## src/rtl/wb_multi_serializer_pkg.sv

```systemverilog
// Shared definitions for the Wishbone serializer: register offsets, bit indices, FSM states.
// Latency: n/a (package only).
// Backpressure: n/a (package only).
package wb_multi_serializer_pkg;

  // Register offsets, compared against ADR_I[3:0] once the upper/lower bits are known zero
  localparam logic [3:0] ADDR_CTRL   = 4'h0;
  localparam logic [3:0] ADDR_DIV    = 4'h4;
  localparam logic [3:0] ADDR_TXDATA = 4'h8;
  localparam logic [3:0] ADDR_STATUS = 4'hC;

  // CTRL bits
  localparam int CTRL_EN        = 0;
  localparam int CTRL_LSB_FIRST = 1;

  // STATUS bits
  localparam int STAT_BUSY   = 0;
  localparam int STAT_EMPTY  = 1;
  localparam int STAT_FULL   = 2;
  localparam int STAT_OVF    = 3;
  localparam int STAT_LVL_LO = 8;

  typedef enum logic {IDLE, SHIFT} ser_state_e;

endpackage

```

## src/rtl/ser_tx_fifo.sv

```systemverilog
// Synchronous FIFO holding words waiting to be serialized; dout_o shows the head combinationally.
// Latency: a push is visible at dout_o/level_o the cycle after it is accepted.
// Backpressure: push while full is dropped unless a pop happens in the same cycle.
// Ports: clk_i/rst_ni clock and async active-low reset; push_i/din_i write side;
//        pop_i/dout_o read side; full_o/empty_o/level_o occupancy flags and count.
module ser_tx_fifo #(
  parameter int W     = 8,
  parameter int DEPTH = 4
) (
  input  logic                     clk_i,
  input  logic                     rst_ni,
  input  logic                     push_i,
  input  logic                     pop_i,
  input  logic [W-1:0]             din_i,
  output logic [W-1:0]             dout_o,
  output logic                     full_o,
  output logic                     empty_o,
  output logic [$clog2(DEPTH):0]   level_o
);

  localparam int AW = $clog2(DEPTH);
  localparam int LW = AW + 1;

  logic [W-1:0]  mem_q [DEPTH];
  logic [AW-1:0] wr_ptr_q, rd_ptr_q;
  logic [LW-1:0] cnt_q;
  logic          do_push, do_pop;

  assign full_o  = (cnt_q == LW'(DEPTH));
  assign empty_o = (cnt_q == '0);
  assign level_o = cnt_q;
  assign dout_o  = mem_q[rd_ptr_q];

  // A pop frees the head slot this cycle, so a simultaneous push into a full FIFO fits.
  assign do_pop  = pop_i & ~empty_o;
  assign do_push = push_i & (~full_o | do_pop);

  // Storage needs no reset: it is only read when the count says the entry is valid.
  always_ff @(posedge clk_i) begin
    if (do_push) mem_q[wr_ptr_q] <= din_i;
  end

  always_ff @(posedge clk_i or negedge rst_ni) begin
    if (!rst_ni) begin
      wr_ptr_q <= '0;
      rd_ptr_q <= '0;
      cnt_q    <= '0;
    end else begin
      if (do_push) wr_ptr_q <= wr_ptr_q + AW'(1);
      if (do_pop)  rd_ptr_q <= rd_ptr_q + AW'(1);
      case ({do_push, do_pop})
        2'b10:   cnt_q <= cnt_q + LW'(1);
        2'b01:   cnt_q <= cnt_q - LW'(1);
        default: cnt_q <= cnt_q;
      endcase
    end
  end

endmodule

```

## src/rtl/wb_multi_serializer.sv

```systemverilog
// Wishbone-slave parallel-to-serial transmitter: TX FIFO feeding a programmable-rate shifter.
// Latency: ACK/ERR one cycle after request; first ena_o one cycle after the FSM sees EN and data.
// Backpressure: none on the bus (push to full FIFO is ACKed, dropped, flags OVF); serial sink cannot stall.
// Ports: CLK_I/RST_NI clock and async active-low reset; CYC_I/STB_I/WE_I/ADR_I/DAT_I/DAT_O/ACK_O/ERR_O
//        Wishbone slave; data_o serial bit, ena_o bit-start strobe, eobyte_o last-bit strobe.
module wb_multi_serializer
  import wb_multi_serializer_pkg::*;
#(
  parameter int DW         = 8,
  parameter int FIFO_DEPTH = 4,
  parameter int DIV_W      = 16
) (
  input  logic        CLK_I,
  input  logic        RST_NI,
  input  logic        CYC_I,
  input  logic        STB_I,
  input  logic        WE_I,
  input  logic [31:0] ADR_I,
  input  logic [31:0] DAT_I,
  output logic [31:0] DAT_O,
  output logic        ACK_O,
  output logic        ERR_O,
  output logic        data_o,
  output logic        ena_o,
  output logic        eobyte_o
);

  localparam int LW  = $clog2(FIFO_DEPTH) + 1;
  localparam int BCW = (DW > 1) ? $clog2(DW) : 1;

  // ---------------- registers ----------------
  logic             en_q, lsb_q, ovf_q;
  logic [DIV_W-1:0] div_q;
  logic             ack_q, err_q;
  logic [31:0]      dat_q;

  // ---------------- FIFO ----------------
  logic          fifo_push, fifo_pop, fifo_full, fifo_empty;
  logic [DW-1:0] fifo_dout;
  logic [LW-1:0] fifo_level;

  ser_tx_fifo #(.W(DW), .DEPTH(FIFO_DEPTH)) u_fifo (
    .clk_i   (CLK_I),
    .rst_ni  (RST_NI),
    .push_i  (fifo_push),
    .pop_i   (fifo_pop),
    .din_i   (DAT_I[DW-1:0]),
    .dout_o  (fifo_dout),
    .full_o  (fifo_full),
    .empty_o (fifo_empty),
    .level_o (fifo_level)
  );

  // ---------------- serializer state ----------------
  ser_state_e       state_q;
  logic [DW-1:0]    shreg_q, sh_next;
  logic [BCW-1:0]   bit_cnt_q;
  logic [DIV_W-1:0] div_cnt_q, div_lat_q;
  logic             lsb_lat_q;
  logic             data_q, ena_q, eob_q;
  logic             period_end, load, first_bit, next_bit;

  assign period_end = (state_q == SHIFT) && (div_cnt_q == '0);
  // Load from IDLE, or straight out of the last bit period so words run back to back.
  assign load = en_q & ~fifo_empty &
                ((state_q == IDLE) | (period_end & (bit_cnt_q == '0)));
  assign fifo_pop = load;

  assign first_bit = lsb_q ? fifo_dout[0] : fifo_dout[DW-1];
  assign sh_next   = lsb_lat_q ? (shreg_q >> 1) : (shreg_q << 1);
  assign next_bit  = lsb_lat_q ? sh_next[0] : sh_next[DW-1];

  // ---------------- bus decode ----------------
  logic        req, addr_ok;
  logic        ack_d, err_d, wr_ctrl, wr_div, clr_ovf;
  logic [31:0] rdata, dat_d;

  // A pending ACK/ERR blocks sampling, so a held request is answered every other cycle.
  assign req     = CYC_I & STB_I & ~ack_q & ~err_q;
  assign addr_ok = (ADR_I[31:4] == 28'd0) && (ADR_I[1:0] == 2'b00);

  always_comb begin
    ack_d     = 1'b0;
    err_d     = 1'b0;
    wr_ctrl   = 1'b0;
    wr_div    = 1'b0;
    clr_ovf   = 1'b0;
    fifo_push = 1'b0;
    rdata     = '0;
    if (req) begin
      if (!addr_ok) begin
        err_d = 1'b1;
      end else begin
        case (ADR_I[3:0])
          ADDR_CTRL: begin
            ack_d = 1'b1;
            if (WE_I) wr_ctrl = 1'b1;
            else begin
              rdata[CTRL_EN]        = en_q;
              rdata[CTRL_LSB_FIRST] = lsb_q;
            end
          end
          ADDR_DIV: begin
            ack_d = 1'b1;
            if (WE_I) wr_div = 1'b1;
            else      rdata[DIV_W-1:0] = div_q;
          end
          ADDR_TXDATA: begin
            if (WE_I) begin
              ack_d     = 1'b1;
              fifo_push = 1'b1;
            end else begin
              err_d = 1'b1;
            end
          end
          ADDR_STATUS: begin
            ack_d = 1'b1;
            if (WE_I) clr_ovf = DAT_I[STAT_OVF];
            else begin
              rdata[STAT_BUSY]            = (state_q == SHIFT);
              rdata[STAT_EMPTY]           = fifo_empty;
              rdata[STAT_FULL]            = fifo_full;
              rdata[STAT_OVF]             = ovf_q;
              rdata[STAT_LVL_LO +: LW]    = fifo_level;
            end
          end
          default: err_d = 1'b1;
        endcase
      end
    end
    dat_d = (ack_d && !WE_I) ? rdata : 32'd0;
  end

  always_ff @(posedge CLK_I or negedge RST_NI) begin
    if (!RST_NI) begin
      ack_q <= 1'b0;
      err_q <= 1'b0;
      dat_q <= '0;
      en_q  <= 1'b0;
      lsb_q <= 1'b0;
      div_q <= '0;
      ovf_q <= 1'b0;
    end else begin
      ack_q <= ack_d;
      err_q <= err_d;
      dat_q <= dat_d;
      if (wr_ctrl) begin
        en_q  <= DAT_I[CTRL_EN];
        lsb_q <= DAT_I[CTRL_LSB_FIRST];
      end
      if (wr_div) div_q <= DAT_I[DIV_W-1:0];
      // Overflow only when the word is really dropped; a same-cycle pop makes room.
      if (fifo_push && fifo_full && !fifo_pop) ovf_q <= 1'b1;
      else if (clr_ovf)                          ovf_q <= 1'b0;
    end
  end

  // ---------------- serializer FSM ----------------
  // DIV and LSB_FIRST are latched per word so mid-word writes do not disturb it.
  always_ff @(posedge CLK_I or negedge RST_NI) begin
    if (!RST_NI) begin
      state_q   <= IDLE;
      shreg_q   <= '0;
      bit_cnt_q <= '0;
      div_cnt_q <= '0;
      div_lat_q <= '0;
      lsb_lat_q <= 1'b0;
      data_q    <= 1'b0;
      ena_q     <= 1'b0;
      eob_q     <= 1'b0;
    end else if (load) begin
      state_q   <= SHIFT;
      shreg_q   <= fifo_dout;
      bit_cnt_q <= BCW'(DW - 1);
      div_cnt_q <= div_q;
      div_lat_q <= div_q;
      lsb_lat_q <= lsb_q;
      data_q    <= first_bit;
      ena_q     <= 1'b1;
      eob_q     <= (DW == 1);
    end else if (state_q == SHIFT) begin
      if (div_cnt_q != '0) begin
        div_cnt_q <= div_cnt_q - DIV_W'(1);
        ena_q     <= 1'b0;
        eob_q     <= 1'b0;
      end else if (bit_cnt_q != '0) begin
        shreg_q   <= sh_next;
        bit_cnt_q <= bit_cnt_q - BCW'(1);
        div_cnt_q <= div_lat_q;
        data_q    <= next_bit;
        ena_q     <= 1'b1;
        eob_q     <= (bit_cnt_q == BCW'(1));
      end else begin
        state_q <= IDLE;
        data_q  <= 1'b0;
        ena_q   <= 1'b0;
        eob_q   <= 1'b0;
      end
    end else begin
      data_q <= 1'b0;
      ena_q  <= 1'b0;
      eob_q  <= 1'b0;
    end
  end

  assign DAT_O    = dat_q;
  assign ACK_O    = ack_q;
  assign ERR_O    = err_q;
  assign data_o   = data_q;
  assign ena_o    = ena_q;
  assign eobyte_o = eob_q;

  // Upper write-data bits are intentionally ignored by every register.
  logic unused_dat;
  assign unused_dat = ^DAT_I;

endmodule

```

## config.mk

```make
export PLATFORM = sky130hd
export DESIGN_NAME = wb_multi_serializer
export DESIGN_NICKNAME = d
export VERILOG_FILES = /design/src/rtl/wb_multi_serializer_pkg.sv /design/src/rtl/ser_tx_fifo.sv /design/src/rtl/wb_multi_serializer.sv
export SDC_FILE = /design/constraint.sdc
export NUM_CORES = 1
export LEC_CHECK = 0
export ABC_CLOCK_PERIOD_IN_PS = 3310
export BUFFER_PORTS_ARGS = -buffer_cell sky130_fd_sc_hd__buf_2
export CORE_MARGIN = 4
export CORE_UTILIZATION = 25
export DETAILED_ROUTE_END_ITERATION = 6
export GPL_ROUTABILITY_DRIVEN = 0
export GPL_TIMING_DRIVEN = 0
export SYNTH_ARGS = -nofsm -noshare
export SYNTH_HDL_FRONTEND = slang
export SYNTH_SLANG_ARGS = --single-unit
```

## constraint.sdc

```tcl
create_clock -name CLK_I -period 3.31 [get_ports CLK_I]
set_clock_uncertainty 0.15 [all_clocks]
set_input_delay 0.1655 -clock CLK_I [delete_from_list [all_inputs] [get_ports CLK_I]]
set_output_delay 0.1655 -clock CLK_I [all_outputs]
set_load 0.01 [all_outputs]
```

Yosys cells after proc, flatten, opt, wreduce, memory -nomap -nowiden
Memories as Yosys holds them, arrays and structs flattened.
Cells that the tools add are included.

operators by class
  $add $sub $neg = 6
  mux-type cells = 68
  equality and inequality tests = 9
  bitwise operators = 15
  reduce and logical (&&, ||, !) cells = 23

operators with widths
  kind                     count
  $mux W16                 8
  $mux W1                  40
  $mux W8                  5
  $logic_not A28 Y1        1
  $logic_not A16 Y1        1
  $reduce_bool A16 Y1      1
  $sub A16 B1 Y16 const B  1
  $mux W3                  5
  $pmux W3 S2              2
  $and A1 B1 Y1            8
  $eq A4 B4 Y1 const B     2
  $mux W4                  2
  $reduce_bool A2 Y1       4
  $logic_not A3 Y1         2
  $pmux W2 S3              1
  $reduce_bool A3 Y1       2
  $sub A3 B1 Y3 const B    2
  $logic_and A1 B1 Y1      5
  $mux W5                  1
  $not A1 Y1               5
  $add A2 B1 Y2 const B    2
  $eq A4 B3 Y1 const B     1
  $logic_not A4 Y1         1
  $pmux W1 S2              2
  15 further kinds         17

storage, ports and cells
  logic and storage cells = 141
  input bits = 69
  bits in registers = 92
  memories kept = 1
  memory bits (writable) = 32
  output and inout bits = 37

memory list
  memory        depth  width  read ports  clocked after Yosys merged registers in  wr ports  line               text
  u_fifo.mem_q  4      8      1           0                                        1         ser_tx_fifo.sv:24  logic [W-1:0] mem_q [DEPTH];

Depth between registers and ports, before layout
Gate-level depths: netlist of run 1.

  word-level depth = 10
  depth in mapped cells = 14
  depth with buffers taken out = 13

Modules after synthesis
From an unflattened synthesis of run 1, not the netlist that was laid out.

second synthesis, totals
  cells, all modules = 481
  area total of the unflattened synthesis = 5829.3 um^2

by module, submodules not included
  module               area an instance (um^2)  times used  sequential area each (um^2)  cells an instance
  wb_multi_serializer  4241.6                   1           2127.0                       401
  ser_tx_fifo          1587.8                   1           1136.1                       80

Worst setup path before layout of run 1
No wires, ideal clock.

  path kind = reg-to-reg
  start point = register div_cnt_q[0]
  end point = register u_fifo.cnt_q[2], in the netlist u_fifo.level_o[2]
  stages on the path, launching flop included = 14
  arrival = 2.489 ns
  library setup time = 0.080 ns
  slack = 0.591 ns
  required time = 3.080 ns
  clock period less this slack = 2.719 ns
  buffers on the path = 1
  cells stage by stage = dfrtp_1 inv_1 ha_1 nor3b_1 a41o_2 nand3_2 clkinv_2 buf_4 ha_1 inv_1 fa_1 xor2_1 nor2_1 xnor2_1

between the ends
  longest elaborated chain between the ends = 10
  elaborated cells between the ends (all ways) = 12
  those cells by class = eq/ne: 2; mux: 1; bitwise: 6; reduce/logical: 3

RTL lines
  element                                            line                        text
  start, declared                                    wb_multi_serializer.sv:58   logic [DIV_W-1:0] div_cnt_q, div_lat_q;
  start signal, assigned                             wb_multi_serializer.sv:175  div_cnt_q <= div_q;
  start signal, assigned                             wb_multi_serializer.sv:183  div_cnt_q <= div_cnt_q - DIV_W'(1);
  start signal, assigned                             wb_multi_serializer.sv:189  div_cnt_q <= div_lat_q;
  $logic_not A16 Y1 (*)                              wb_multi_serializer.sv:63   assign period_end = (state_q == SHIFT) && (div_cnt_q == '0);
  $logic_and A1 B1 Y1 (*)                            wb_multi_serializer.sv:63
  $and A1 B1 Y1 (*)                                  wb_multi_serializer.sv:66   ((state_q == IDLE) | (period_end & (bit_cnt_q == '0)));
  $or A1 B1 Y1 (*)                                   wb_multi_serializer.sv:66
  $and A1 B1 Y1 (*)                                  wb_multi_serializer.sv:65   assign load = en_q & ~fifo_empty &
  $and A1 B1 Y1 (*)                                  ser_tx_fifo.sv:35           assign do_pop = pop_i & ~empty_o;
  via u_fifo.do_pop                                  ser_tx_fifo.sv:27           logic do_push, do_pop;
  $or A1 B1 Y1                                       ser_tx_fifo.sv:36           assign do_push = push_i & (~full_o | do_pop);
  $and A1 B1 Y1                                      ser_tx_fifo.sv:36
  $eq A2 B1 Y1 or $eq A2 B2 Y1 (tied branches)       ser_tx_fifo.sv:51           case ({do_push, do_pop})
  $pmux W3 S2 or $reduce_bool A2 Y1 (tied branches)  n/a
  end signal, assigned                               ser_tx_fifo.sv:52           2'b10: cnt_q <= cnt_q + LW'(1);
  end signal, assigned                               ser_tx_fifo.sv:53           2'b01: cnt_q <= cnt_q - LW'(1);
  end signal, assigned                               ser_tx_fifo.sv:54           default: cnt_q <= cnt_q;
  end, declared                                      ser_tx_fifo.sv:26           logic [LW-1:0] cnt_q;

Mark *: on every way through the listed nets, which the timed path passes. The rest lies on a longest branch.
A chain may end at the register's enable or synchronous reset.

Worst setup path after layout of run 1
  start point = input port ADR_I[30]
  end point = register u_fifo.cnt_q[1], in the netlist u_fifo.level_o[1]

between the ends
  longest elaborated chain between the ends = 7
  elaborated cells between the ends (all ways) = 9
  those cells by class = eq/ne: 2; mux: 3; bitwise: 1; reduce/logical: 3

RTL lines
  element                                            line                       text
  start, declared                                    wb_multi_serializer.sv:18  input logic [31:0] ADR_I,
  $logic_not A28 Y1 (*)                              wb_multi_serializer.sv:80  assign addr_ok = (ADR_I[31:4] == 28'd0) && (ADR_I[1:0] == 2'b00);
  $logic_and A1 B1 Y1 (*)                            wb_multi_serializer.sv:80
  $mux W1 (*)                                        wb_multi_serializer.sv:91  if (!addr_ok) begin
  $mux W1 (*)                                        wb_multi_serializer.sv:90  if (req) begin
  $and A1 B1 Y1 (*)                                  ser_tx_fifo.sv:36
  $eq A2 B1 Y1 or $eq A2 B2 Y1 (tied branches)       ser_tx_fifo.sv:51
  $pmux W3 S2 or $reduce_bool A2 Y1 (tied branches)  n/a

Mark *: on every way between the ends. The rest lies on a longest branch, timed or not.

==> run_results.csv, run 1 <==
group,metric,value,unit
sta,tightestPinTransition,863,ps
floorplan,fp.coreArea,0.0235,mm2
synth,yosysSeqAreaShare,0.545,
synth,ys.flop_type,"dfrtp_1",
final_layout,synthToLayoutAreaGrowth,28.5,%
hold_path,hp-class,"in2reg",
floorplan,die_area,0.0265,mm2
power_and_ir_drop,cellPowerDensity,462,mW/mm2
sta,rsz0062_at_grt,"no",
sta,slew_headroom,0.420,
setup_path,crit_path_start_kind,"input port",
detailed_routing,drtIter0Drc,222,
global_routing,grt_max_degree,65,
global_routing,grt_antenna_before_repair,0,
detailed_routing,drc,0,
synth,async_reset_ff_frac,0.742,
sta,fin_crit_sh,0.935,
clock_tree,root_buffer,"clkbuf_16",
synth,synth.distinct_cells,61,
detailed_routing,vias_per_cell,4.43,
detailed_routing,wire_per_inst,15.0,um
power_and_ir_drop,power_frac_comb,0.037,
clock_tree,clock-sinks,124,
setup_path,arrival,3280,ps
synth,synth_area_leaders,"dfrtp_1, edfxtp_1, nand2_1, mux2_2, mux4_2",
place,dpl_cell_area,0.00684,mm2
final_layout,stdcell_area,0.00769,mm2
power_and_ir_drop,power_switching,0.000800,W
global_routing,grt_usage,0.115,
clock_tree,cts_buffer_depth,2,
status,status,"finished clean",
floorplan,io_pins,106,
floorplan,fp.dieH,163,um
sta,drv_slew,0,
clock_tree,numCtsBuffers,17,
synth,yosysTopAreaCell,"dfrtp_1",
final_layout,final_common_cell,"dfrtp_1",
final_layout,postLayoutCoreUtil,0.327,
sta,fmax,323,MHz
detailed_routing,wirelength,14700,um
synth,synth_edf_count,32,
final_layout,fin_nets,725,
floorplan,die_w,163,um
power_and_ir_drop,internal_power,0.00276,W
detailed_routing,vias,4328,
setup_path,worstPathMaxFanout,7,
detailed_routing,firstDrtPassIters,4,
synth,avgSynthCellArea,11.7,um2
final_layout,layout_common_cells,"dfrtp_1, nand2_1, buf_2",
global_routing,overflow,0,
power_and_ir_drop,p_leak,3.48,nW
sta,setup_viol,0,
synth,syn_inst,511,
setup_path,worst_ep_required_time,3490,ps
detailed_routing,ant_nets,0,
floorplan,initial_core_util,0.254,
final_layout,antennaDiodeCount,0,
power_and_ir_drop,seq_power_share,0.442,
place,io_buffers,73,
clock_tree,clock_latency,410,ps
power_and_ir_drop,pwr-share-clk,0.521,
final_layout,drive_gt1_frac,0.286,
global_routing,grt_pass1_wl,23900,um
synth,ys_ff_latch,124,
global_routing,grt_pass1_vias,4496,
clock_tree,clk_pin_slew,60,ps
floorplan,rows,56,
setup_path,cp-end-kind,"flop",
place,place_hpwl,10300,um
synth,syn_area,0.00599,mm2
synth,synth_top_area_share,0.384,
setup_path,path_class,"in2reg",
clock_tree,cts_setup_buffers,0,
flow_run,drv_cap,0,
sta,setup_tns,0,ps
sta,min_period,3090,ps
sta,hold_viol_final,0,
synth,yosysWarnings,0,
power_and_ir_drop,peakVddDrop,0.278,mV
clock_tree,cts_tree,"yes",
power_and_ir_drop,p_sw_frac,0.225,
clock_tree,htree_num_levels,4,
==> power groups by stage <==
stage | combinational (W) | sequential [W] | clock, W
6_report | 0.000131 | 0.00157 | 0.00185
5_1_grt | 0.000146 | 0.00157 | 0.00195
4_1_cts | 0.000132 | 0.00157 | 0.00188
3_5_place_dp | 0.000110 | 0.00160 | 0
3_3_place_gp | 0.000103 | 0.00160 | 0
2_1_floorplan | 0.0000354 | 0.00160 | 0
==> cell families (layout without fill, tap and decap cells) <==
family          Yosys count  after routing  share of synthesized area
simple gates            187            187                      0.169
flops                   124            124                      0.545
compound gates           73             73                     0.0811
buf+inv                  54            186                     0.0529
mux                      46             46                      0.105
xor+xnor                 15             15                     0.0219
fa+ha+maj                11             11                     0.0242
other cells               1             16                   0.000626
==> synth_stat cells (3+ instances only) <==
cell type,count
mux2_4,10
nor2b_1,8
o22ai_1,9
nor2_1,26
buf_4,19
edfxtp_1,32
nand4_1,4
mux2i_1,11
a211oi_1,7
nand3_1,6
o211ai_1,3
mux4_2,8
and3_1,4
buf_2,7
clkbuf_1,6
o21ai_0,8
nor4_1,5
a22oi_1,10
mux2_2,16
xor2_1,3
nor3_1,4
a31oi_1,8
nand2_1,86
dfrtp_1,92
ha_1,10
nor3b_1,12
inv_1,15
nor4_4,4
nand2b_1,3
a21oi_1,12
xnor2_1,12
and2_1,10
nor4_2,4
o21ai_1,4
==> routing by layer <==
metal,global-route usage,share of wire,vias to the layer above
met5,0,0,-
met4,0.0435,0.017,0
met3,0.0223,0.055,19
met2,0.198,0.51,138
met1,0.143,0.42,2107
li1,-,-,2064
==> registers in the layout, summed over array words and instances (netlist names) <==
register / count
u_fifo.mem_q: 32
DAT_O: 16
div_cnt_q: 16
div_lat_q: 16
div_q: 16
shreg_q: 8
bit_cnt_q: 3
u_fifo.level_o: 3
u_fifo.rd_ptr_q: 2
u_fifo.wr_ptr_q: 2
ACK_O: 1
ERR_O: 1
data_o: 1
en_q: 1
ena_o: 1
eobyte_o: 1
lsb_lat_q: 1
lsb_q: 1
ovf_q: 1
state_q: 1
==> critical path, cell delays in order <==
cell and delay (ps):
dlygate4sd3_1 520, buf_2 120, nor4_2 110, dlygate4sd3_1 590
nand4_2 160, nor4_4 370, and3_1 200, buf_4 150
inv_1 50, ha_1 200, inv_1 70, fa_1 400
o21ai_0 160
==> cell type report <==
type / instances / area, um2
Tap cell: 319 / 399
Inverter: 17 / 66.3
Clock buffer: 17 / 425
Clock inverter: 15 / 163
Sequential cell: 124 / 3260
Timing Repair Buffer: 100 / 656
Fill cell: 2391 / 15800
Multi-Input combinational cell: 348 / 2470
Buffer: 37 / 250
==> final timing paths <==
check                      cells past startpoint  slack [ps]                     start                             to
max in group asynchronous                      3        2280                    RST_NI            DAT_O[14]$_DFF_PN0_
hold / removal                                 4          50                 ADR_I[15]             DAT_O[2]$_DFF_PN0_
min in group asynchronous                      2          70                    RST_NI         shreg_q[3]$_DFFE_PN0P_
hold reg to reg                                2         320  div_lat_q[1]$_DFFE_PN0P_       div_lat_q[1]$_DFFE_PN0P_
setup reg to reg                              11         330  div_cnt_q[2]$_DFFE_PN0P_  u_fifo.level_o[2]$_DFFE_PN0P_
setup / recovery                              13         220                 ADR_I[30]  u_fifo.level_o[1]$_DFFE_PN0P_
==> per-stage QoR <==
step                      power (W)  hold slack, ps  worst slack [ps]  instances
after floorplan             0.00164            -280               591        526
after CTS                   0.00359            40.5               183        977
after global routing        0.00367            85.3              26.0        977
after global placement      0.00170             249               219        918
after detailed placement    0.00171           -15.8               203        919
final                       0.00356            47.0               215        977
==> repair_timing <==
item / 4_1_cts / 5_1_grt
resized for setup: 0 / 1
endpoints found under the hold margin: 148 / 0
hold buffers: 26 / 0
setup endpoints to repair: 0 / 1
Note: power is estimated with default switching activity, not from simulation.
==> inputs of run 2 (changes only) <==
--- a/config.mk
+++ b/config.mk
@@ -8,10 +8,12 @@
 export ABC_CLOCK_PERIOD_IN_PS = 3310
 export BUFFER_PORTS_ARGS = -buffer_cell sky130_fd_sc_hd__buf_2
 export CORE_MARGIN = 4
-export CORE_UTILIZATION = 25
+export CORE_UTILIZATION = 56
 export DETAILED_ROUTE_END_ITERATION = 6
 export GPL_ROUTABILITY_DRIVEN = 0
 export GPL_TIMING_DRIVEN = 0
+export PLACE_DENSITY = 0.8
+export SLEW_MARGIN = 20
 export SYNTH_ARGS = -nofsm -noshare
 export SYNTH_HDL_FRONTEND = slang
 export SYNTH_SLANG_ARGS = --single-unit
==> run 2 against run 1 <==
  * Clock-buffer cell count is the same
  * Highest routed layer unchanged
  * Combinational power hardly changed
  * Critical path depth stayed put
  * Largest power group unchanged
  * Via count rose by 8.5%
  * Sequential power hardly changed
==> run_results.csv, run 2 (same netlist as run 1, synthesis figures left out) <==
group,metric,value,unit
floorplan,fp.dieH,111,um
sta,fin_crit_sh,0.939,
global_routing,grt_pass1_wl,25200,um
floorplan,fp.coreArea,0.0104,mm2
sta,hold_viol_final,0,
flow_run,drv_cap,0,
detailed_routing,vias,4695,
floorplan,rows,37,
place,io_buffers,73,
detailed_routing,firstDrtPassIters,7,
final_layout,layout_common_cells,"dfrtp_1, nand2_1, buf_2",
power_and_ir_drop,cellPowerDensity,483,mW/mm2
setup_path,reg2regPathDepth,13,
clock_tree,root_buffer,"clkbuf_8",
final_layout,synthToLayoutAreaGrowth,25.9,%
final_layout,antennaDiodeCount,0,
floorplan,die_area,0.0124,mm2
setup_path,arrival,3420,ps
global_routing,grt_max_degree,57,
power_and_ir_drop,peakVddDrop,0.501,mV
detailed_routing,vias_per_cell,5.87,
sta,tightestPinTransition,800,ps
sta,min_period,3110,ps
setup_path,worst_ep_required_time,3620,ps
hold_path,holdPathStages,6,
final_layout,largest_register,"u_fifo.mem_q",
clock_tree,cts_tree,"yes",
sta,fmax,322,MHz
clock_tree,cts_setup_buffers,0,
power_and_ir_drop,power,0.00364,W
floorplan,die_w,111,um
global_routing,grt_usage,0.260,
setup_path,path_class,"reg2reg",
sta,hold_ws,23.3,ps
power_and_ir_drop,p_leak,3.52,nW
hold_path,hp-class,"in2reg",
detailed_routing,drtIter0Drc,475,
global_routing,grt_antenna_before_repair,0,
setup_path,timing.rr.end,"u_fifo.level_o[2]$_DFFE_PN0P_",
setup_path,slowest_delay,400,ps
place,place_hpwl,9790,um
status,status,"finished clean",
setup_path,path_cells,"inv_1 -> ha_1 -> nor3b_2 -> a41o_2 -> nand3_2 -> clkinv_2 -> buf_4 -> ha_1 -> inv_1 -> fa_1 -> xor2_1 -> nor2_1 -> xnor2_1",
sta,setup_viol,0,
setup_path,r2r_start,"div_cnt_q[0]$_DFFE_PN0P_",
final_layout,drive_gt1_frac,0.283,
sta,rsz0062_at_grt,"no",
clock_tree,cts_buffer_depth,2,
final_layout,final_common_cell,"dfrtp_1",
floorplan,initial_core_util,0.578,
sta,setup_tns,0,ps
setup_path,worstPathMaxFanout,10,
clock_tree,clock-sinks,124,
setup_path,crit_path_start_kind,"flop",
clock_tree,clk_pin_slew,70,ps
final_layout,largest_reg_flops,32,
detailed_routing,wirelength,15800,um
clock_tree,clock_latency,540,ps
sta,drv_slew,0,
sta,slew_headroom,0.461,
hold_path,whs_endpoint,"DAT_O[0]$_DFF_PN0_",
global_routing,grt_pass1_vias,4877,
detailed_routing,wire_per_inst,19.7,um
hold_path,min_from,"ADR_I[23]",
detailed_routing,ant_nets,0,
clock_tree,numCtsBuffers,17,
final_layout,fin_nets,731,
setup_path,regToRegSetupSlack,200,ps
setup_path,crit_slowest_cell,"dfrtp_1",
floorplan,io_pins,106,
clock_tree,htree_num_levels,4,
detailed_routing,drc,0,
setup_path,cp-end-kind,"flop",
global_routing,overflow,0,
run 2: cell type report:
cell class / count / area [um2]
Clock buffer: 17 / 414
Sequential cell: 124 / 3260
Inverter: 17 / 66.3
Fill cell: 630 / 2830
Timing Repair Buffer: 106 / 708
Tap cell: 136 / 170
Multi-Input combinational cell: 348 / 2470
Clock inverter: 15 / 195
Buffer: 37 / 250
run 2: where the power goes:
group          internal (W)  switching (W)  leakage [nW]
combinational     0.0000649      0.0000691          1.65
clock               0.00117       0.000759         0.300
sequential          0.00157    0.000000319          1.56
run 2: what timing repair did:
action                                 in CTS  in global routing
gates resized for setup                     0                  1
setup endpoints to repair                   0                  2
hold buffers                               32                  0
endpoints found under the hold margin     114                  0
run 2: metrics by stage:
step	instances	instance area, um2	util	setup WS, ps
4_1_cts	800	7530	0.726	115
6_report	800	7540	0.727	201
2_1_floorplan	526	6050	-	591
3_5_place_dp	736	6600	0.637	155
3_3_place_gp	735	6580	0.635	277
5_1_grt	800	7540	0.727	28.2
run 2: worst max-delay path by stage:
stage                                               end                startpoint  slack, ps
after global routing      u_fifo.level_o[2]$_DFFE_PN0P_                 ADR_I[27]         30
after floorplan           u_fifo.level_o[2]$_DFFE_PN0P_  div_cnt_q[0]$_DFFE_PN0P_        590
after CTS                 u_fifo.level_o[2]$_DFFE_PN0P_  div_cnt_q[0]$_DFFE_PN0P_        120
after global placement    u_fifo.level_o[2]$_DFFE_PN0P_  div_cnt_q[0]$_DFFE_PN0P_        280
final                     u_fifo.level_o[2]$_DFFE_PN0P_  div_cnt_q[0]$_DFFE_PN0P_        200
after detailed placement  u_fifo.level_o[2]$_DFFE_PN0P_  div_cnt_q[0]$_DFFE_PN0P_        160
run 2: routing by layer:
layer | GRT usage | vias up | routed length (um)
met2 | 0.433 | 268 | 7850
met3 | 0.0745 | 46 | 1290
met1 | 0.316 | 2309 | 6190
li1 | - | 2072 | -
met5 | 0 | - | 0
met4 | 0.113 | 0 | 428
run 2: critical path, delay by kind of cell (launching register included):
| family | cells | cell delay (ps) |
|---|---|---|
| flip-flops | 1 | 400 |
| XOR/XNOR | 2 | 290 |
| AND/OR/NAND/NOR | 3 | 580 |
| AO/OA/AOI/OAI | 1 | 330 |
| adder cells (fa/ha/maj) | 3 | 750 |
| buffers and inverters | 4 | 540 |
